[config.mk]
export PLATFORM = sky130hd
export DESIGN_NAME = fnd_scan_ctrl
export DESIGN_NICKNAME = d
export VERILOG_FILES = /design/src/rtl/fnd_pkg.sv /design/src/rtl/fnd_bin2bcd.sv /design/src/rtl/fnd_scan_ctrl.sv
export SDC_FILE = /design/constraint.sdc
export NUM_CORES = 1
export LEC_CHECK = 0
export CORE_UTILIZATION = 55
export CTS_BUF_LIST = sky130_fd_sc_hd__clkbuf_8
export DETAILED_ROUTE_END_ITERATION = 8
export PLACE_DENSITY = 0.73
export SKIP_LAST_GASP = 1
export SLEW_MARGIN = 5
export SYNTH_ARGS = -nofsm -noshare
export SYNTH_HDL_FRONTEND = slang
export SYNTH_SLANG_ARGS = --single-unit
export TNS_END_PERCENT = 100
[constraint.sdc]
create_clock -name clk -period 6.4 [get_ports clk]
set_clock_uncertainty 0.2 [all_clocks]
set_input_delay 1.92 -clock clk [delete_from_list [all_inputs] [get_ports clk]]
set_output_delay 1.92 -clock clk [all_outputs]
set_load 0.02 [all_outputs]
[src/rtl/fnd_pkg.sv]
// Shared constants, glyph table, conversion state enum and BCD sizing for the FND scan controller.
package fnd_pkg;

  // Active-low segment glyphs, index = digit value 0..F
  localparam logic [15:0][7:0] GLYPH = {
    8'h8E, 8'h86, 8'hA1, 8'hC6, 8'h83, 8'h88, 8'h90, 8'h80,
    8'hF8, 8'h82, 8'h92, 8'h99, 8'hB0, 8'hA4, 8'hF9, 8'hC0
  };

  localparam logic [7:0] SEG_DASH  = 8'hBF;
  localparam logic [7:0] SEG_BLANK = 8'hFF;

  typedef enum logic [1:0] {S_IDLE, S_SHIFT, S_COMMIT} conv_state_e;

  // Decimal digits needed for the largest unsigned value of width w
  function automatic int bcd_digits(input int w);
    longint m;
    int d;
    m = (longint'(1) << w) - 1;
    d = 1;
    m = m / 10;
    while (m != 0) begin
      d++;
      m = m / 10;
    end
    return d;
  endfunction

endpackage

[src/rtl/fnd_bin2bcd.sv]
// Sequential double-dabble: one bit per cycle, DATA_W cycles after start.
module fnd_bin2bcd #(
  parameter int DATA_W = 14,
  parameter int BCD_W  = 4 * fnd_pkg::bcd_digits(DATA_W)
) (
  input  logic              clk,
  input  logic              rst,
  input  logic              start,
  input  logic [DATA_W-1:0] value,
  output logic              done,
  output logic [BCD_W-1:0]  bcd
);

  localparam int CNT_W = $clog2(DATA_W);

  logic [DATA_W-1:0] bin_q;
  logic [BCD_W-1:0]  bcd_q, bcd_adj;
  logic [CNT_W-1:0]  cnt_q;
  logic              active_q;

  always_comb begin
    bcd_adj = bcd_q;
    for (int i = 0; i < BCD_W/4; i++)
      if (bcd_q[4*i +: 4] >= 4'd5) bcd_adj[4*i +: 4] = bcd_q[4*i +: 4] + 4'd3;
  end

  // High during the cycle whose edge performs the final shift
  assign done = active_q && (cnt_q == CNT_W'(DATA_W-1));
  assign bcd  = bcd_q;

  always_ff @(posedge clk or posedge rst) begin
    if (rst) begin
      bin_q    <= '0;
      bcd_q    <= '0;
      cnt_q    <= '0;
      active_q <= 1'b0;
    end else if (start) begin
      bin_q    <= value;
      bcd_q    <= '0;
      cnt_q    <= '0;
      active_q <= 1'b1;
    end else if (active_q) begin
      {bcd_q, bin_q} <= {bcd_adj[BCD_W-2:0], bin_q, 1'b0};
      cnt_q          <= cnt_q + 1'b1;
      if (done) active_q <= 1'b0;
    end
  end

endmodule

[src/rtl/fnd_scan_ctrl.sv]
// Multiplexed 7-segment scan controller with decimal/hex conversion, blanking, dp and blink.
module fnd_scan_ctrl
  import fnd_pkg::*;
#(
  parameter int CLK_HZ     = 100_000_000,
  parameter int SCAN_HZ    = 1000,
  parameter int NUM_DIGITS = 4,
  parameter int DATA_W     = 14
) (
  input  logic                  clk,
  input  logic                  rst,
  input  logic [DATA_W-1:0]     i_value,
  input  logic                  i_valid,
  output logic                  o_busy,
  input  logic                  i_hex_mode,
  input  logic                  i_lz_blank,
  input  logic [NUM_DIGITS-1:0] i_dp_mask,
  input  logic [NUM_DIGITS-1:0] i_blink_mask,
  output logic [NUM_DIGITS-1:0] fnd_com,
  output logic [7:0]            fnd_data
);

  localparam int TICK_DIV  = (CLK_HZ / SCAN_HZ > 0) ? CLK_HZ / SCAN_HZ : 1;
  localparam int TICK_W    = $clog2(TICK_DIV + 1);
  localparam int BLINK_DIV = (SCAN_HZ / 4 > 0) ? SCAN_HZ / 4 : 1;
  localparam int BLINK_W   = $clog2(BLINK_DIV + 1);
  localparam int IDX_W     = (NUM_DIGITS > 1) ? $clog2(NUM_DIGITS) : 1;
  localparam int BCD_D     = bcd_digits(DATA_W);
  localparam int BCD_W     = 4 * BCD_D;
  localparam int EXT_W     = 4 * ((NUM_DIGITS > BCD_D) ? NUM_DIGITS : BCD_D);

  logic [TICK_W-1:0]  tick_cnt;
  logic [BLINK_W-1:0] blink_cnt;
  logic [IDX_W-1:0]   idx;
  logic               scan_tick, blink_on;

  conv_state_e state_q, state_d;
  logic [DATA_W-1:0] val_q;
  logic              hex_q, lz_q, conv_start, conv_done;
  logic [BCD_W-1:0]  bcd;
  logic [EXT_W-1:0]  val_ext, bcd_ext;
  logic              dec_ovf, hex_ovf;

  logic [NUM_DIGITS-1:0][3:0] disp_dig;
  logic                       disp_ovf, disp_lz;
  logic [NUM_DIGITS-1:0]      blank;
  logic [7:0]                 seg;
  logic                       hi_zero;

  // Scan timebase, digit index and blink phase
  assign scan_tick = (tick_cnt == TICK_W'(TICK_DIV - 1));

  always_ff @(posedge clk or posedge rst) begin
    if (rst) begin
      tick_cnt  <= '0;
      idx       <= '0;
      blink_cnt <= '0;
      blink_on  <= 1'b1;
    end else begin
      tick_cnt <= scan_tick ? '0 : tick_cnt + 1'b1;
      if (scan_tick) begin
        idx <= (idx == IDX_W'(NUM_DIGITS - 1)) ? '0 : idx + 1'b1;
        if (blink_cnt == BLINK_W'(BLINK_DIV - 1)) begin
          blink_cnt <= '0;
          blink_on  <= ~blink_on;
        end else begin
          blink_cnt <= blink_cnt + 1'b1;
        end
      end
    end
  end

  // Conversion FSM
  always_ff @(posedge clk or posedge rst) begin
    if (rst) state_q <= S_IDLE;
    else     state_q <= state_d;
  end

  always_comb begin
    state_d    = state_q;
    conv_start = 1'b0;
    case (state_q)
      S_IDLE:
        if (i_valid) begin
          state_d    = i_hex_mode ? S_COMMIT : S_SHIFT;
          conv_start = ~i_hex_mode;
        end
      S_SHIFT:  if (conv_done) state_d = S_COMMIT;
      S_COMMIT: state_d = S_IDLE;
      default:  state_d = S_IDLE;
    endcase
  end

  assign o_busy = (state_q != S_IDLE);

  always_ff @(posedge clk or posedge rst) begin
    if (rst) begin
      val_q <= '0;
      hex_q <= 1'b0;
      lz_q  <= 1'b0;
    end else if (state_q == S_IDLE && i_valid) begin
      val_q <= i_value;
      hex_q <= i_hex_mode;
      lz_q  <= i_lz_blank;
    end
  end

  fnd_bin2bcd #(.DATA_W(DATA_W), .BCD_W(BCD_W)) u_bin2bcd (
    .clk  (clk),
    .rst  (rst),
    .start(conv_start),
    .value(i_value),
    .done (conv_done),
    .bcd  (bcd)
  );

  assign val_ext = EXT_W'(val_q);
  assign bcd_ext = EXT_W'(bcd);

  // Anything beyond the visible digits means the value does not fit
  always_comb begin
    dec_ovf = 1'b0;
    hex_ovf = 1'b0;
    for (int k = 4*NUM_DIGITS; k < EXT_W; k++) begin
      dec_ovf = dec_ovf | bcd_ext[k];
      hex_ovf = hex_ovf | val_ext[k];
    end
  end

  always_ff @(posedge clk or posedge rst) begin
    if (rst) begin
      disp_dig <= '0;
      disp_ovf <= 1'b0;
      disp_lz  <= 1'b0;
    end else if (state_q == S_COMMIT) begin
      for (int i = 0; i < NUM_DIGITS; i++)
        disp_dig[i] <= hex_q ? val_ext[4*i +: 4] : bcd_ext[4*i +: 4];
      disp_ovf <= hex_q ? hex_ovf : dec_ovf;
      disp_lz  <= lz_q;
    end
  end

  // Digit i is a leading zero if it and every digit above it are zero; digit 0 always shows
  always_comb begin
    hi_zero = 1'b1;
    blank   = '0;
    for (int i = NUM_DIGITS - 1; i >= 0; i--) begin
      hi_zero  = hi_zero && (disp_dig[i] == 4'd0);
      blank[i] = disp_lz && hi_zero && (i != 0);
    end
  end

  always_comb begin
    seg = GLYPH[disp_dig[idx]];
    if (disp_ovf)        seg = SEG_DASH;
    else if (blank[idx]) seg = SEG_BLANK;
    if (i_dp_mask[idx])  seg[7] = 1'b0;
    if (!blink_on && i_blink_mask[idx]) seg = SEG_BLANK;
  end

  always_ff @(posedge clk or posedge rst) begin
    if (rst) begin
      fnd_com  <= ~NUM_DIGITS'(1);
      fnd_data <= GLYPH[0];
    end else begin
      fnd_com  <= ~(NUM_DIGITS'(1) << idx);
      fnd_data <= seg;
    end
  end

endmodule

==> load_flow_metrics.sql, run 1 <==
INSERT INTO impl_metrics (metric_group, metric, value, unit) VALUES
('cts', 'cts_made_buffers', '17', ''),
('yosys', 'synth-async-reset-ratio', '100.0', '%'),
('place', 'dp_hpwl', '7.337', 'mm'),
('global_routing', 'grt_antenna_before_repair', '0', ''),
('setup_path', 'worst_ep_arrival_time', '1.67', 'ns'),
('place', 'placedInstanceArea', '6310', 'um2'),
('yosys', 'syn_area', '5846', 'um2'),
('sta', 'clock.fmax', '263.6', 'MHz'),
('global_routing', 'track_usage', '21.89', '%'),
('floorplanning', 'core_area', '10320', 'um2'),
('floorplanning', 'floorplan.initialDensity', '56.62', '%'),
('floorplanning', 'die_y', '105.1', 'um'),
('setup_path', 'worst-r2r-cell-count', '6', ''),
('setup_path', 'worst_setup_path_end_kind', 'output pin', ''),
('sta', 'fin_crit_sh', '59.27', '%'),
('run', 'cap_viol_max_count', '0', ''),
('setup_path', 'worst_setup_path_start_kind', 'flop', ''),
('cts', 'tritoncts_num_sinks', '115', ''),
('cts', 'post_cts_buffers', '0', ''),
('cells_and_area', 'post_route_cells_drive_above_1_share', '13.37', '%'),
('sta', 'worst-slew-pin-transition', '1.289', 'ns'),
('yosys', 'ys_types', '51', ''),
('setup_path', 'worst_r2r_endpoint', 'fnd_data[3]', ''),
('cells_and_area', 'final_nets', '631', ''),
('cts', 'post_cts_resized', '0', ''),
('sta', 'finalSetupViolCount', '0', ''),
('place', 'port_buffers', '39', ''),
('floorplanning', 'placementRows', '37', ''),
('cts', 'h-tree-depth', '4', ''),
('cts', 'clk_root_buffer_cell', 'sky130_fd_sc_hd__clkbuf_8', ''),
('cts', 'clock_transition_time_at_the_flip_flop_clock_pins_of_the_worst_setup_and_hold_paths', '0.06', 'ns'),
('drt', 'via_count', '4000', ''),
('drt', 'antenna_violating_nets_post_route', '0', ''),
('cells_and_area', 'fin_area', '6728', 'um2'),
('cells_and_area', 'highest_count_cells_in_the_layout_ignoring_fill_and_taps', 'sky130_fd_sc_hd__dfrtp_1, sky130_fd_sc_hd__nand2_1, sky130_fd_sc_hd__o21ai_0', ''),
('yosys', 'synth_edf_count', '0', ''),
('yosys', 'synth-warning-count', '0', ''),
('floorplanning', 'floorplan.die_area', '11050', 'um2'),
('run_status', 'status', 'complete, no violations', ''),
('worst_hold_path', 'hp-class', 'flop to flop', ''),
('power', 'power_leakage', '3.091', 'nW'),
('global_routing', 'grt_pass1_wl', '18.93', 'mm'),
('setup_path', 'crit_chain', 'or2_1 -> clkdlybuf4s50_1', ''),
('sta', 'timing.final.max_slew_violations', '0', ''),
('global_routing', 'global_route.overflow_total', '0', ''),
('cts', 'clk_latency', '0.43', 'ns'),
('worst_hold_path', 'worst_hold_path.num_cells', '1', ''),
('power', 'ir_worst_vdd', '0.2789', 'mV'),
('yosys', 'synth_nets', '597', ''),
('sta', 'tns', '0', 'ns'),
('yosys', 'post_synth.cell_area_avg', '10.75', 'um2'),
('drt', 'drt_first_pass_iters', '4', ''),
('setup_path', 'startpoint_of_the_lowest_slack_register_to_register_path', 'idx[0]', ''),
('yosys', 'syn_inst', '544', ''),
('global_routing', 'grt_start_max_net_pins', '73', ''),
('worst_hold_path', 'timing.hold.worst_endpoint', 'state_q[1]', ''),
('setup_path', 'worst_path_largest_cell_delay', '0.55', 'ns'),
('setup_path', 'rrSetupSlack', '3.82', 'ns'),
('drt', 'dr.first_iter.drc_count', '183', ''),
('cells_and_area', 'layout.cells.most_common', 'sky130_fd_sc_hd__dfrtp_1', ''),
('worst_hold_path', 'timing.hold.worst.start', 'state_q[1]', ''),
('yosys', 'yosysSeqAreaShare', '49.36', '%'),
('drt', 'routed_wire_length_per_instance', '14.75', 'um'),
('sta', 'max_slew_margin', '13.75', '%'),
('setup_path', 'crit_type', 'flop to output pin', ''),
('cts', 'cts_buffer_depth', '2', ''),
('sta', 'timing_hold_violations_final', '0', ''),
('setup_path', 'worst-path-max-fanout', '5', ''),
('setup_path', 'timing.critical_path.slowest_stage_cell', 'sky130_fd_sc_hd__clkdlybuf4s50_1', ''),
('cells_and_area', 'flow.area_growth_from_synthesis', '15.09', '%'),
('cts', 'tritoncts', 'done', '');
-- how the worst max path moves through the flow --
stage                           from                 end  slack, ns  depth (start not counted)
after global placement       i_valid            val_q[1]       2.24                          4
after floorplan                  rst        blink_cnt[0]       1.25                          1
final                     state_q[0]              o_busy       2.61                          2
after detailed placement     i_valid            val_q[8]       2.19                          4
after global routing         i_valid  u_bin2bcd.bin_q[3]       2.48                          5
after CTS                 state_q[0]              o_busy       2.59                          2
-- metrics by stage --
stage	utilization [%]	hold WS, ns	setup WS, ns	total power, mW	cells
6_report	65.17	0.2835	2.606	2.927	727
5_1_grt	65.17	0.3092	2.476	3.156	727
4_1_cts	65.17	0.2820	2.595	2.953	727
3_5_place_dp	61.12	0.2726	2.191	2.262	695
3_3_place_gp	61.12	0.2586	2.235	2.198	695
2_1_floorplan	-	0.2376	1.246	1.993	544
-- per-layer routing --
metal | track usage (%) | vias to the layer above | routed length (um)
met4 | 7.243 | 0 | 116
met5 | 0 | - | 0
met3 | 6.238 | 9 | 383
li1 | - | 1969 | -
met2 | 35.43 | 81 | 5085
met1 | 28.38 | 1941 | 5134
-- cells in the mapped netlist, types with 2 or more instances --
cell | n | area share, %
sky130_fd_sc_hd__and3_1 | 3 | 0.32
sky130_fd_sc_hd__mux4_2 | 7 | 2.7
sky130_fd_sc_hd__and2_1 | 3 | 0.32
sky130_fd_sc_hd__a211oi_1 | 8 | 1.0
sky130_fd_sc_hd__a21oi_1 | 20 | 1.7
sky130_fd_sc_hd__nor3b_1 | 8 | 1.0
sky130_fd_sc_hd__o211ai_1 | 2 | 0.26
sky130_fd_sc_hd__nand3_1 | 16 | 1.4
sky130_fd_sc_hd__a21o_1 | 2 | 0.26
sky130_fd_sc_hd__xnor2_1 | 13 | 1.9
sky130_fd_sc_hd__nor4_1 | 2 | 0.21
sky130_fd_sc_hd__o21ai_0 | 45 | 3.9
sky130_fd_sc_hd__o31ai_1 | 3 | 0.39
sky130_fd_sc_hd__or3_1 | 3 | 0.32
sky130_fd_sc_hd__dfstp_2 | 6 | 2.7
sky130_fd_sc_hd__nor2_1 | 31 | 2.0
sky130_fd_sc_hd__o21ai_1 | 5 | 0.43
sky130_fd_sc_hd__mux2i_1 | 44 | 7.5
sky130_fd_sc_hd__buf_6 | 2 | 0.39
sky130_fd_sc_hd__mux2_2 | 19 | 3.7
sky130_fd_sc_hd__nor2b_1 | 5 | 0.54
sky130_fd_sc_hd__clkbuf_1 | 19 | 1.2
sky130_fd_sc_hd__inv_1 | 25 | 1.6
sky130_fd_sc_hd__and4_2 | 3 | 0.51
sky130_fd_sc_hd__ha_1 | 26 | 5.6
sky130_fd_sc_hd__nand4_1 | 7 | 0.75
sky130_fd_sc_hd__buf_2 | 3 | 0.26
sky130_fd_sc_hd__nand2b_1 | 12 | 1.3
sky130_fd_sc_hd__nor3_1 | 5 | 0.43
sky130_fd_sc_hd__dfrtp_1 | 109 | 47
sky130_fd_sc_hd__nand3b_1 | 2 | 0.26
sky130_fd_sc_hd__a31oi_1 | 5 | 0.54
sky130_fd_sc_hd__xor2_1 | 13 | 1.9
sky130_fd_sc_hd__nand2_1 | 51 | 3.3
-- cells by family after synthesis --
logic type,share of synthesized area (%)
compound gates,9.396
buf+inv,3.660
fa+ha+maj,5.565
simple gates,14.23
xor+xnor,3.896
flops,49.36
mux,13.89
-- area by class of cell --
cell class | count | area [um2]
Inverter | 25 | 96.34
Multi-Input combinational cell | 378 | 2751
Clock inverter | 9 | 101.3
Clock buffer | 23 | 316.6
Tap cell | 136 | 170.2
Sequential cell | 115 | 2887
Timing Repair Buffer | 41 | 405.4
Fill cell | 790 | 3596
-- where the power goes --
| part | internal (mW) | total, mW | switching (mW) |
|---|---|---|---|
| sequential | 0.973 | 1.25 | 0.280 |
| combinational | 0.525 | 0.988 | 0.463 |
| clock | 0.405 | 0.687 | 0.282 |
| total | 1.90 | 2.93 | 1.03 |
-- flip-flops by register name (all words and copies together) (netlist names) --
register            flops
u_bin2bcd.active_q      1
val_q                  14
fnd_com                 4
blink_cnt               8
u_bin2bcd.cnt_q         4
disp_dig               16
u_bin2bcd.bin_q        14
tick_cnt               17
lz_q                    1
state_q                 2
u_bin2bcd.bcd          20
idx                     2
blink_on                1
disp_lz                 1
disp_ovf                1
fnd_data                8
hex_q                   1
-- worst max-delay path: cells and delay by family, from the launching register on --
family / cells / cell delay, ns
buffers and inverters: 1 / 0.55
DFF: 1 / 0.41
and+or+nand+nor: 1 / 0.28
(Power assumes the default switching activity.)
==> run 2, diff against run 1 <==
--- a/config.mk
+++ b/config.mk
@@ -8,7 +8,7 @@
 export CORE_UTILIZATION = 55
 export CTS_BUF_LIST = sky130_fd_sc_hd__clkbuf_8
 export DETAILED_ROUTE_END_ITERATION = 8
-export PLACE_DENSITY = 0.73
+export PLACE_DENSITY = 0.76
 export SKIP_LAST_GASP = 1
 export SLEW_MARGIN = 5
 export SYNTH_ARGS = -nofsm -noshare
==> constraint.sdc (replaced) <==
create_clock -name clk -period 3.2 [get_ports clk]
set_clock_uncertainty 0.2 [all_clocks]
set_input_delay 0.96 -clock clk [delete_from_list [all_inputs] [get_ports clk]]
set_output_delay 0.96 -clock clk [all_outputs]
set_load 0.02 [all_outputs]
==> run 2 against run 1 <==
  * Cell count is 1.2% higher
  * Sequential power is 100% higher
  * Sequential share of layout area is 0.75 points lower
  * Critical path type unchanged
==> load_flow_metrics.sql, run 2 (synthesis results as in run 1) <==
INSERT INTO impl_metrics (metric_group, metric, value, unit) VALUES
('sta', 'fin_crit_sh', '89.07', '%'),
('cells_and_area', 'antenna_cells_inserted', '0', ''),
('drt', 'drt_first_pass_iters', '4', ''),
('cells_and_area', 'register_area', '2887', 'um2'),
('power', 'totalPowerFinal', '5.996', 'mW'),
('cts', 'tritoncts', 'done', ''),
('setup_path', 'cp.buffers_inverters', '1', ''),
('drt', 'routed_wire_length_per_instance', '14.69', 'um'),
('setup_path', 'cpLargestDelayFamily', 'buffers and inverters', ''),
('drt', 'antenna_violating_nets_post_route', '0', ''),
('power', 'ir_worst_vdd', '0.5010', 'mV'),
('setup_path', 'worst-path-max-fanout', '5', ''),
('cts', 'post_cts_buffers', '0', ''),
('sta', 'finalHoldWorstSlack', '0.2785', 'ns'),
('setup_path', 'worst_path_largest_cell_delay', '0.56', 'ns'),
('run_status', 'status', 'complete, no violations', ''),
('cells_and_area', 'filler_cell_count', '773', ''),
('power', 'p_sw_share', '34.86', '%'),
('global_routing', 'grt_pass1_vias', '4052', ''),
('setup_path', 'crit_type', 'flop to output pin', ''),
('place', 'port_buffers', '39', ''),
('cells_and_area', 'multi_input_comb_area', '2751', 'um2'),
('setup_path', 'cp_data_required_time', '2.04', 'ns'),
('cts', 'tritoncts_num_sinks', '115', ''),
('sta', 'max_slew_margin', '29.93', '%'),
('cts', 'post_cts_resized', '0', ''),
('worst_hold_path', 'hp-class', 'flop to flop', ''),
('cells_and_area', 'finish.utilization', '66.33', '%'),
('drt', 'wirelength', '10.81', 'mm'),
('place', 'dp_hpwl', '7.775', 'mm'),
('power', 'power_leakage', '3.143', 'nW'),
('power', 'combinationalPowerShare', '33.7', '%'),
('sta', 'worst-slew-pin-transition', '1.051', 'ns'),
('cts', 'cts_buffer_depth', '2', ''),
('cells_and_area', 'largest_reg_flops', '20', ''),
('floorplanning', 'floorplan.die_area', '11050', 'um2'),
('setup_path', 'worst_setup_path_start_kind', 'flop', ''),
('run', 'cap_viol_max_count', '0', ''),
('global_routing', 'track_usage', '21.31', '%'),
('floorplanning', 'floorplan.initialDensity', '56.62', '%'),
('cells_and_area', 'highest_count_cells_in_the_layout_ignoring_fill_and_taps', 'sky130_fd_sc_hd__dfrtp_1, sky130_fd_sc_hd__nand2_1, sky130_fd_sc_hd__o21ai_0', ''),
('floorplanning', 'placementRows', '37', ''),
('cells_and_area', 'post_route_cells_drive_above_1_share', '14.83', '%'),
('sta', 'timing.final.max_slew_violations', '0', ''),
('cts', 'h-tree-depth', '4', ''),
('power', 'clockPowerShare', '24.6', '%'),
('sta', 'finalSetupViolCount', '0', ''),
('power', 'power_per_cell_area', '875.6', 'nW/um2'),
('global_routing', 'grt_pass1_wl', '18.63', 'mm'),
('floorplanning', 'core_area', '10320', 'um2'),
('place', 'finalWeightedCongestion', '0.8387', ''),
('setup_path', 'crit_chain', 'or2_1 -> clkdlybuf4s50_1', ''),
('power', 'netSwitchingPower', '2.090', 'mW'),
('sta', 'clock.fmax', '350.8', 'MHz'),
('setup_path', 'rrSetupSlack', '0.85', 'ns'),
('floorplanning', 'io-pin-count', '40', ''),
('sta', 'timing_hold_violations_final', '0', ''),
('cts', 'clock_transition_time_at_the_flip_flop_clock_pins_of_the_worst_setup_and_hold_paths', '0.07', 'ns'),
('drt', 'drcViolationCount', '0', ''),
('cells_and_area', 'fin_area', '6848', 'um2'),
('sta', 'tns', '0', 'ns'),
('cts', 'cts_made_buffers', '17', ''),
('drt', 'via_count', '4086', ''),
('drt', 'dr.first_iter.drc_count', '189', ''),
('sta', 'min_period', '2.850', 'ns'),
('cells_and_area', 'flow.area_growth_from_synthesis', '17.14', '%'),
('setup_path', 'worst_ep_arrival_time', '1.69', 'ns'),
('floorplanning', 'die_y', '105.1', 'um'),
('cts', 'clk_latency', '0.43', 'ns'),
('cells_and_area', 'layout.cells.most_common', 'sky130_fd_sc_hd__dfrtp_1', ''),
('global_routing', 'grt_start_max_net_pins', '49', ''),
('cts', 'hold_buffers', '0', ''),
('global_routing', 'global_route.overflow_total', '0', ''),
('floorplanning', 'chip_width', '105.1', 'um'),
('global_routing', 'grt_antenna_before_repair', '0', ''),
('power', 'seq_pwr_share', '41.7', '%'),
('setup_path', 'worst_setup_path_end_kind', 'output pin', ''),
('cts', 'clk_root_buffer_cell', 'sky130_fd_sc_hd__clkbuf_8', ''),
('cells_and_area', 'final_nets', '640', ''),
('setup_path', 'timing.critical_path.slowest_stage_cell', 'sky130_fd_sc_hd__clkdlybuf4s50_1', ''),
('power', 'internal_power', '3.906', 'mW'),
('place', 'placedInstanceArea', '6404', 'um2'),
('sta', 'rsz0062_at_grt', 'false', ''),
('drt', 'detail_route.vias_per_cell', '5.552', '');
## run 2: cell count changes in the layout (fill, tap and decap cells not counted), sizes merged
cell,delta
buf,+9
clkinvlp,+2
clkinv,+2
clkbuf,-4
inv,-2
bufinv,+2
## run 2: final cells by class
class	instances	area share, %
Sequential cell	115	42.15
Multi-Input combinational cell	378	40.18
Timing Repair Buffer	50	7.272
Clock buffer	19	3.819
Clock inverter	13	2.668
Tap cell	136	2.485
Inverter	25	1.425
## run 2: path summary, 6_finish.rpt
check	start	end	depth (start not counted)
hold / removal	blink_cnt[5]	blink_cnt[5]	1
min in group asynchronous	rst	disp_ovf	2
setup / recovery	state_q[0]	o_busy	2
hold reg to reg	blink_cnt[5]	blink_cnt[5]	1
max in group asynchronous	rst	u_bin2bcd.active_q	3
setup reg to reg	idx[1]	fnd_data[3]	6
## run 2: power groups by stage
stage	Clock (mW)	Combinational [mW]	Sequential, mW
global route	1.57	2.27	2.58
detailed placement	0	2.02	2.53
floorplan	0	1.70	2.29
global placement	0	1.92	2.50
finish	1.48	2.02	2.50
CTS	1.51	2.04	2.50
## run 2: layer usage
| layer | share of wire, % | GRT usage [%] |
|---|---|---|
| met1 | 47 | 28.19 |
| met4 | 1.4 | 7.445 |
| met3 | 3.8 | 5.552 |
| met5 | 0 | 0 |
| met2 | 48 | 34.11 |
## run 2: per-stage QoR
stage	cells	setup WS (ns)
final	736	0.3496
after global routing	736	0.2987
after CTS	736	0.3217
after detailed placement	704	0.4782
after global placement	704	0.5133
after floorplan	544	0.6455
## run 2: worst reg2reg max path: stages (launching register included)
cell	delay, ns
sky130_fd_sc_hd__dfrtp_1	0.65
sky130_fd_sc_hd__mux4_2	0.45
sky130_fd_sc_hd__inv_1	0.16
sky130_fd_sc_hd__ha_1	0.15
sky130_fd_sc_hd__inv_1	0.04
sky130_fd_sc_hd__mux4_2	0.43
sky130_fd_sc_hd__nand2b_1	0.15
==> run 3, diff against run 2 <==
--- a/config.mk
+++ b/config.mk
@@ -10,7 +10,6 @@
 export DETAILED_ROUTE_END_ITERATION = 8
 export PLACE_DENSITY = 0.76
 export SKIP_LAST_GASP = 1
-export SLEW_MARGIN = 5
 export SYNTH_ARGS = -nofsm -noshare
 export SYNTH_HDL_FRONTEND = slang
 export SYNTH_SLANG_ARGS = --single-unit
==> constraint.sdc (replaced) <==
create_clock -name clk -period 3.2 [get_ports clk]
set_clock_uncertainty 0.2 [all_clocks]
set_input_delay 0.96 -clock clk [delete_from_list [all_inputs] [get_ports clk]]
set_output_delay 0.96 -clock clk [all_outputs]
set_load 0.1 [all_outputs]
==> run 3 against run 2 <==
  * Global-route usage is 0.79 points higher
  * Design area decreased by 1.4%
  * Non-clock buffer count stayed put
  * Count of clock-buffer cells in the layout shrank 2
  * Sequential power about the same
  * Hold slack improved by 0.020 ns
  * Via count down 1.1%
  * Critical path depth did not move
  * Largest cell class unchanged
==> load_flow_metrics.sql, run 3 (synthesis results as in run 1) <==
INSERT INTO impl_metrics (metric_group, metric, value, unit) VALUES
('sta', 'worst-slew-pin-transition', '1.078', 'ns'),
('sta', 'finalHoldWorstSlack', '0.2989', 'ns'),
('drt', 'drt_first_pass_iters', '4', ''),
('setup_path', 'crit_chain', 'or2_1 -> buf_4', ''),
('floorplanning', 'die_y', '105.1', 'um'),
('cells_and_area', 'layout.cells.most_common', 'sky130_fd_sc_hd__dfrtp_1', ''),
('drt', 'wirelength', '11.03', 'mm'),
('global_routing', 'grt_antenna_before_repair', '0', ''),
('cts', 'cts_made_buffers', '17', ''),
('place', 'port_buffers', '39', ''),
('cells_and_area', 'largest_reg_flops', '20', ''),
('cts', 'h-tree-depth', '4', ''),
('floorplanning', 'floorplan.initialDensity', '56.62', '%'),
('cts', 'tritoncts', 'done', ''),
('setup_path', 'crit_type', 'flop to output pin', ''),
('sta', 'max_slew_margin', '28.12', '%'),
('floorplanning', 'core_area', '10320', 'um2'),
('setup_path', 'worst_setup_path_start_kind', 'flop', ''),
('drt', 'drcViolationCount', '0', ''),
('global_routing', 'grt_start_max_net_pins', '49', ''),
('cells_and_area', 'highest_count_cells_in_the_layout_ignoring_fill_and_taps', 'sky130_fd_sc_hd__dfrtp_1, sky130_fd_sc_hd__nand2_1, sky130_fd_sc_hd__o21ai_0', ''),
('sta', 'fin_crit_sh', '79.87', '%'),
('cts', 'post_cts_resized', '0', ''),
('worst_hold_path', 'hp-class', 'flop to flop', ''),
('sta', 'timing_hold_violations_final', '0', ''),
('cts', 'post_cts_buffers', '0', ''),
('setup_path', 'worstSetupStartpoint', 'state_q[0]', ''),
('sta', 'finalSetupViolCount', '0', ''),
('floorplanning', 'io-pin-count', '40', ''),
('cts', 'tritoncts_num_sinks', '115', ''),
('run_status', 'status', 'complete, no violations', ''),
('sta', 'tns', '0', 'ns'),
('worst_hold_path', 'timing.hold.worst.start', 'state_q[1]', ''),
('setup_path', 'startpoint_of_the_lowest_slack_register_to_register_path', 'idx[1]', ''),
('global_routing', 'track_usage', '22.10', '%'),
('floorplanning', 'floorplan.die_area', '11050', 'um2'),
('setup_path', 'worst_setup_path_end_kind', 'output pin', ''),
('cts', 'clk_latency', '0.42', 'ns'),
('place', 'finalWeightedCongestion', '0.8429', ''),
('global_routing', 'global_route.overflow_total', '0', ''),
('power', 'ir_worst_vdd', '0.6594', 'mV'),
('setup_path', 'worst-path-max-fanout', '5', ''),
('cts', 'clk_root_buffer_cell', 'sky130_fd_sc_hd__clkbuf_8', ''),
('setup_path', 'worst_path_largest_cell_delay', '0.42', 'ns'),
('drt', 'dr.first_iter.drc_count', '241', ''),
('cells_and_area', 'filler_cell_count', '798', ''),
('cts', 'clock_transition_time_at_the_flip_flop_clock_pins_of_the_worst_setup_and_hold_paths', '0.07', 'ns'),
('cells_and_area', 'finish.utilization', '65.40', '%'),
('cells_and_area', 'final_nets', '640', ''),
('setup_path', 'timing.critical_path.slowest_stage_cell', 'sky130_fd_sc_hd__dfrtp_1', ''),
('sta', 'timing.final.max_slew_violations', '0', ''),
('sta', 'clock.fmax', '391.2', 'MHz'),
('setup_path', 'cp_data_required_time', '2.04', 'ns'),
('drt', 'antenna_violating_nets_post_route', '0', ''),
('floorplanning', 'chip_width', '105.1', 'um'),
('cells_and_area', 'antenna_cells_inserted', '0', ''),
('sta', 'min_period', '2.556', 'ns'),
('drt', 'routed_wire_length_per_instance', '14.99', 'um'),
('drt', 'detail_route.vias_per_cell', '5.492', ''),
('cts', 'hold_buffers', '0', ''),
('sta', 'rsz0062_at_grt', 'false', ''),
('cells_and_area', 'flow.area_growth_from_synthesis', '15.50', '%'),
('cts', 'cts_buffer_depth', '2', ''),
('global_routing', 'grt_pass1_vias', '4090', ''),
('power', 'power_per_cell_area', '907.4', 'nW/um2'),
('place', 'dp_hpwl', '7.755', 'mm'),
('power', 'totalPowerFinal', '6.126', 'mW'),
('setup_path', 'worst_ep_arrival_time', '1.40', 'ns'),
('run', 'cap_viol_max_count', '0', ''),
('power', 'power_leakage', '3.110', 'nW'),
('cells_and_area', 'post_route_cells_drive_above_1_share', '17.00', '%'),
('drt', 'via_count', '4042', ''),
('global_routing', 'grt_pass1_wl', '19.13', 'mm'),
('floorplanning', 'placementRows', '37', '');
[run 3: cell count changes in the layout (fill, tap and decap cells not counted), sizes merged]
cell	before	now
buf	11	24
clkinvlp	5	7
bufinv	4	2
clkinv	5	4
clkbuf	19	17
clkdlybuf4s50	39	26
inv	24	27
[run 3: routing by layer]
layer | wire, um | global-route usage (%) | part of all wire [%]
met4 | 98 | 7.545 | 0.89
met3 | 365 | 5.614 | 3.3
met1 | 5206 | 28.90 | 47
met2 | 5362 | 35.90 | 49
met5 | 0 | 0 | 0
[run 3: layout make-up]
class | count | area (um2) | share of cell area [%]
clock inverter | 15 | 158.9 | 2.354
multi-input combinational | 378 | 2751 | 40.75
tap | 136 | 170.2 | 2.520
sequential | 115 | 2887 | 42.75
clock buffer | 17 | 234.0 | 3.466
inverter | 25 | 97.59 | 1.446
timing repair buffer | 50 | 452.9 | 6.709
[run 3: path summary, 6_finish.rpt]
check,end,slack [ns],cells past startpoint
worst min register to register,state_q[1],0.30,1
worst min-delay path,state_q[1],0.30,1
min in group asynchronous,disp_ovf,0.71,2
worst max register to register,fnd_data[3],0.81,6
worst max-delay path,o_busy,0.64,2
max in group asynchronous,u_bin2bcd.bcd[3],1.39,3
[run 3: worst max-delay path: cells and delay by family (launching register included)]
| kind | cells | cell delay, ns |
|---|---|---|
| simple gates | 1 | 0.30 |
| buf+inv | 1 | 0.26 |
| flops | 1 | 0.42 |
[run 3: stage by stage]
stage               setup WS, ns  std cells  instance area, um2
global placement          0.5388        704                6359
detailed placement        0.4843        704                6359
global route              0.5931        736                6751
CTS                       0.6219        736                6751
finish                    0.6440        736                6751
floorplan                 0.5955        544                5849
[run 3: power breakdown]
part	internal, mW	switching, mW	leakage, nW	total [mW]
sequential	1.94	0.570	1.43	2.51
clock	0.696	0.624	0.181	1.32
combinational	1.06	1.24	1.50	2.29
